<file path="config.mk">
export PLATFORM = sky130hd
export DESIGN_NAME = id_issue_queue
export DESIGN_NICKNAME = d
export VERILOG_FILES = /design/src/rtl/id_issue_queue.sv
export SDC_FILE = /design/constraint.sdc
export NUM_CORES = 1
export LEC_CHECK = 0
export BUFFER_PORTS_ARGS = -buffer_cell sky130_fd_sc_hd__clkbuf_2
export CAP_MARGIN = 20
export CORE_AREA = 2 2 212 214
export DETAILED_ROUTE_END_ITERATION = 6
export DIE_AREA = 0 0 214 216
export PLACE_DENSITY = 0.62
export SETUP_SLACK_MARGIN = 0.15
export SLEW_MARGIN = 20
export SYNTH_ARGS = -nofsm -noshare
export SYNTH_HDL_FRONTEND = slang
export SYNTH_SLANG_ARGS = --single-unit
</file>
<file path="constraint.sdc">
create_clock -name clk -period 4.8 [get_ports clk]
set_clock_uncertainty 0.1 [all_clocks]
set_input_delay 0.96 -clock clk [delete_from_list [all_inputs] [get_ports clk]]
set_output_delay 0.96 -clock clk [all_outputs]
set_load 0.01 [all_outputs]
</file>
<file path="src/rtl/id_issue_queue.sv">
// id_issue_queue: decode-stage instruction buffer with operand resolution.
// Fetched {pc, inst} pairs are held in a circular buffer. The head entry reads
// the register file, resolves its operands through the forwarding network and
// is issued into a registered valid/ready output stage. A head that depends on
// an in-flight load is held back and reported on stallreq.
module id_issue_queue #(
    parameter int DEPTH     = 4,
    parameter int FWD_PORTS = 3,
    parameter int LW        = $clog2(DEPTH) + 1
) (
    input  logic                    clk,
    input  logic                    resetn,
    input  logic                    flush,
    input  logic                    if_valid,
    output logic                    if_ready,
    input  logic [31:0]             if_pc,
    input  logic [31:0]             if_inst,
    output logic [4:0]              rf_raddr1,
    output logic [4:0]              rf_raddr2,
    input  logic [31:0]             rf_rdata1,
    input  logic [31:0]             rf_rdata2,
    input  logic [FWD_PORTS*38-1:0] fwd_bus,
    input  logic                    ex_load,
    input  logic [4:0]              ex_load_waddr,
    output logic                    id_valid,
    input  logic                    id_ready,
    output logic [31:0]             id_pc,
    output logic [31:0]             id_inst,
    output logic [31:0]             id_rdata1,
    output logic [31:0]             id_rdata2,
    output logic                    stallreq,
    output logic [LW-1:0]           level
);

    localparam int AW = (DEPTH > 1) ? $clog2(DEPTH) : 1;
    // One extra pointer bit distinguishes full from empty.
    localparam int PW = AW + 1;

    // Register number 0 is hardwired to zero; forwarding slices are searched
    // from the lowest index, so walking downward leaves the lowest hit last.
    function automatic logic [31:0] resolve_operand(
        input logic [4:0]              addr,
        input logic [31:0]             rf_data,
        input logic [FWD_PORTS*38-1:0] bus
    );
        logic [31:0] result;
        logic [37:0] slice;
        result = rf_data;
        for (int i = FWD_PORTS - 1; i >= 0; i--) begin
            slice = bus[i*38 +: 38];
            if (slice[37] && (slice[36:32] != 5'd0) && (slice[36:32] == addr)) begin
                result = slice[31:0];
            end
        end
        if (addr == 5'd0) begin
            result = 32'd0;
        end
        return result;
    endfunction

    logic [31:0]   pc_mem_q   [DEPTH];
    logic [31:0]   inst_mem_q [DEPTH];

    logic [PW-1:0] wr_ptr_q, wr_ptr_d;
    logic [PW-1:0] rd_ptr_q, rd_ptr_d;
    logic          id_valid_q, id_valid_d;
    logic [31:0]   id_pc_q, id_pc_d;
    logic [31:0]   id_inst_q, id_inst_d;
    logic [31:0]   id_rdata1_q, id_rdata1_d;
    logic [31:0]   id_rdata2_q, id_rdata2_d;

    logic [PW-1:0] count;
    logic          full;
    logic          empty;
    logic [31:0]   head_pc;
    logic [31:0]   head_inst;
    logic [4:0]    head_rs;
    logic [4:0]    head_rt;
    logic          load_use;
    logic          issuable;
    logic          push;
    logic          issue;
    logic          mem_we;

    // Occupancy, head decode and the load-use hazard on the head entry.
    always_comb begin
        count     = wr_ptr_q - rd_ptr_q;
        full      = (count == PW'(DEPTH));
        empty     = (count == '0);
        head_pc   = pc_mem_q[rd_ptr_q[AW-1:0]];
        head_inst = inst_mem_q[rd_ptr_q[AW-1:0]];
        head_rs   = head_inst[25:21];
        head_rt   = head_inst[20:16];
        load_use  = ~empty & ex_load & (ex_load_waddr != 5'd0) &
                    ((ex_load_waddr == head_rs) | (ex_load_waddr == head_rt));
        issuable  = ~empty & ~load_use;
        push      = if_valid & ~full;
        issue     = issuable & (~id_valid_q | id_ready);
        mem_we    = push & ~flush;
    end

    // Pointer and output-stage next state; flush overrides push and issue.
    always_comb begin
        wr_ptr_d    = wr_ptr_q;
        rd_ptr_d    = rd_ptr_q;
        id_valid_d  = id_valid_q;
        id_pc_d     = id_pc_q;
        id_inst_d   = id_inst_q;
        id_rdata1_d = id_rdata1_q;
        id_rdata2_d = id_rdata2_q;
        if (flush) begin
            wr_ptr_d   = '0;
            rd_ptr_d   = '0;
            id_valid_d = 1'b0;
        end else begin
            if (push) begin
                wr_ptr_d = wr_ptr_q + PW'(1);
            end
            if (issue) begin
                rd_ptr_d    = rd_ptr_q + PW'(1);
                id_valid_d  = 1'b1;
                id_pc_d     = head_pc;
                id_inst_d   = head_inst;
                id_rdata1_d = resolve_operand(head_rs, rf_rdata1, fwd_bus);
                id_rdata2_d = resolve_operand(head_rt, rf_rdata2, fwd_bus);
            end else if (id_valid_q & id_ready) begin
                id_valid_d = 1'b0;
            end
        end
    end

    // Control and output-stage registers with asynchronous reset.
    always_ff @(posedge clk or negedge resetn) begin
        if (!resetn) begin
            wr_ptr_q    <= '0;
            rd_ptr_q    <= '0;
            id_valid_q  <= 1'b0;
            id_pc_q     <= '0;
            id_inst_q   <= '0;
            id_rdata1_q <= '0;
            id_rdata2_q <= '0;
        end else begin
            wr_ptr_q    <= wr_ptr_d;
            rd_ptr_q    <= rd_ptr_d;
            id_valid_q  <= id_valid_d;
            id_pc_q     <= id_pc_d;
            id_inst_q   <= id_inst_d;
            id_rdata1_q <= id_rdata1_d;
            id_rdata2_q <= id_rdata2_d;
        end
    end

    // Buffer storage; contents are only meaningful between the pointers.
    always_ff @(posedge clk) begin
        if (mem_we) begin
            pc_mem_q[wr_ptr_q[AW-1:0]]   <= if_pc;
            inst_mem_q[wr_ptr_q[AW-1:0]] <= if_inst;
        end
    end

    assign if_ready  = ~full;
    assign rf_raddr1 = head_rs;
    assign rf_raddr2 = head_rt;
    assign stallreq  = load_use;
    assign level     = LW'(count);
    assign id_valid  = id_valid_q;
    assign id_pc     = id_pc_q;
    assign id_inst   = id_inst_q;
    assign id_rdata1 = id_rdata1_q;
    assign id_rdata2 = id_rdata2_q;

endmodule

</file>
==> out/results.tsv <==
metric	value	unit
cts_resized	0	
worst_ep_required_time	3.74	ns
rows	77	
root_buffer	clkbuf_16	
p_leak	8.44	nW
num_vias	11900	
syn_area	17400	sq um
synth_fp_nets	1457	
worstMarginPinSlew	1.08	ns
ys_ff_latch	391	
dpl_worst_slack	0.804	ns
area_growth	22.5	%
coreArea	43800	sq um
postCtsSetupBuffers	0	
fin_crit_sh	89.1	%
start_util	39.8	%
syn_area_per_cell	14.6	sq um
p_sw	0.00459	W
drt_iter0_markers	1140	
cts_buffers	43	
num_io_pins	397	
layout_min_cycle_time	4.28	ns
gr-total-overflow	0	
drc	0	
port_buffers	396	
ctsHoldBuffers	0	
rsz0062_at_grt	no	
final_nets	1822	
power.share.switching	35.7	%
cts_tree	built	
pwr-share-seq	38.2	%
synth.top_cell.area_share	44.1	%
die_x	214	microns
gp_congestion	0.957	
cts.htree.levels	2	
first_pass_iters	5	
fin_area	21400	sq um
async_reset_ff_share	34.5	%
vdd_drop_max	0.394	mV
die-area	46200	sq um
antenna_found_initial	12	
synth.distinct_cells	42	
dpl.cell_count	2109	
layout-drive-gt1-share	41.3	%
cts_buffer_depth	3	
wl_per_cell	24.0	microns
antenna_left	0	
clkPwrFrac	24.6	%
synth.area.top_cells	edfxtp_1 (44%), dfrtp_1 (19%), mux4_2 (8.3%)	
yosysSeqAreaShare	63.5	%
cp-startpoint	rd_ptr_q[0]	
synth-edff-count	256	
via_per_inst	5.40	
grt_pass1_vias	12300	
setup_violations	0	
layout.cells.non_filler	2198	
setup_slack	0.522	ns
finalMaxSlewViolations	0	
end_kind	output pin	
holdWs	0.313	ns
hold_path_class	input pin to async pin	
grt.total_usage	22.8	%
hold_viol_final	0	
grt_pass1_wl	79200	microns
timing.rr.start	rd_ptr_q[0]	
power.share.combinational	37.2	%
outcome	finished clean	
synth_area_leader_cell	edfxtp_1	
postSynthCellCount	1197	
max-slew-margin-rel	27.8	%
clk-insertion-delay-late	0.57	ns
totalWireLength	52700	microns
p_int	0.00825	W
post_dp_cell_area	20000	sq um
critPathMaxStageDelay	0.76	ns
pwr_density_cell	601	nW/um^2
synthFlopType	edfxtp_1	
crit_slowest_cell	mux4_2	
clk_pin_slew	0.06	ns
fmax	234	MHz
tns	0	ns
yosysWarnings	0	
dp_hpwl	35300	microns
worst-setup-path-type	flop to output pin	
critPathMaxFanout	23	
die_h	216	microns
clock_sinks	391	
cp_cell_sequence	mux4_2 > xor2_1 > nor3_1 > nand4_1 > and2_1 > nor2_1 > clkbuf_2	
grt_max_degree	70	
cp.arrival	3.22	ns
maxCapViolations	0	
setup.worst_path.start_class	flop	
-- stage by stage --
| stage | total power [W] | utilization (%) |
|---|---|---|
| floorplan | 0.00800 | - |
| global placement | 0.00973 | 45.6 |
| detailed placement | 0.00983 | 45.6 |
| CTS | 0.0130 | 48.7 |
| global route | 0.0135 | 48.7 |
| finish | 0.0128 | 48.7 |
-- metal layers --
metal / vias to the layer above / wire, microns / global-route usage (%) / part of all wire (%)
met3: 101 / 3930 / 6.17 / 7.5
met2: 475 / 25200 / 36.6 / 48
met4: 6 / 2010 / 10.1 / 3.8
met1: 6010 / 21500 / 29.2 / 41
li1: 5280 / - / - / -
met5: - / 41 / 0 / 0.078
-- logic make-up after synthesis --
group                      count (synthesis)  share of synthesized area (%)
AOI/OAI and AO/OA                        202                           9.48
xor gates and xnor gates                  47                           2.41
adders and majority gates                  7                          0.546
buffers and inverters                    108                           2.99
DFF                                      391                           63.5
muxes                                    133                           12.7
and+or+nand+nor                          309                           8.39
-- registers in the layout, summed over array words and instances (netlist names) --
signal,count
inst_mem_q,128
pc_mem_q,128
id_inst,32
id_pc,32
id_rdata1,32
id_rdata2,32
rd_ptr_q,3
wr_ptr_q,3
id_valid,1
-- power by group through the flow --
stage / registers, W / clock network [W] / logic [W]
global placement: 0.00494 / 0 / 0.00480
finish: 0.00490 / 0.00316 / 0.00478
global route: 0.00499 / 0.00337 / 0.00518
detailed placement: 0.00497 / 0 / 0.00486
floorplan: 0.00506 / 0 / 0.00294
CTS: 0.00491 / 0.00323 / 0.00487
-- synthesized netlist by cell type, drive strengths merged, types with 17 or more instances --
| cell | count |
|---|---|
| buf | 48 |
| o21ai | 67 |
| edfxtp | 256 |
| o31a | 64 |
| xor2 | 17 |
| nand2 | 131 |
| dfrtp | 135 |
| a211oi | 32 |
| mux4 | 64 |
| nor2 | 77 |
| a221oi | 32 |
| and3 | 64 |
| xnor2 | 30 |
| mux2 | 64 |
| clkbuf | 54 |
-- path summary, 6_finish.rpt --
path                                  to  slack, ns  cells past startpoint
setup / recovery                stallreq       0.52                      7
hold / removal             id_rdata2[13]       0.31                      1
setup reg to reg              id_inst[6]       0.96                      7
hold reg to reg            id_rdata2[31]       0.39                      2
max in group asynchronous    id_inst[18]       3.35                      2
min in group clk           id_rdata2[31]       0.39                      2
-- critical path: cells and delay by family, from the launching register on --
family	cells	cell delay, ns
xor+xnor	1	0.21
buf+inv	1	0.20
flops	1	0.70
mux	1	0.76
simple gates	4	0.76
-- area by class of cell --
type	instances	area, sq um
fill	3865	22500
sequential	391	11100
multi-input combinational	698	5890
timing repair buffer	422	2260
clock buffer	59	1190
tap	592	741
clock inverter	21	154
inverter	6	22.5
antenna	9	22.5
-- cells in the final DEF (no fill, tap or decap), types with 8 or more instances in the layout --
cell type and n:
a211oi_1 32, a221oi_2 30, and3_1 64, buf_4 20
clkbuf_1 12, clkbuf_16 44, clkbuf_2 395, clkinv_2 8
dfrtp_1 133, diode_2 9, edfxtp_1 256, mux2_2 64
mux4_2 64, nand2_1 131, nor2_1 75, o21ai_1 62
o31a_1 64, xnor2_1 29, xor2_1 17
Note: power is estimated with default switching activity, not from simulation.
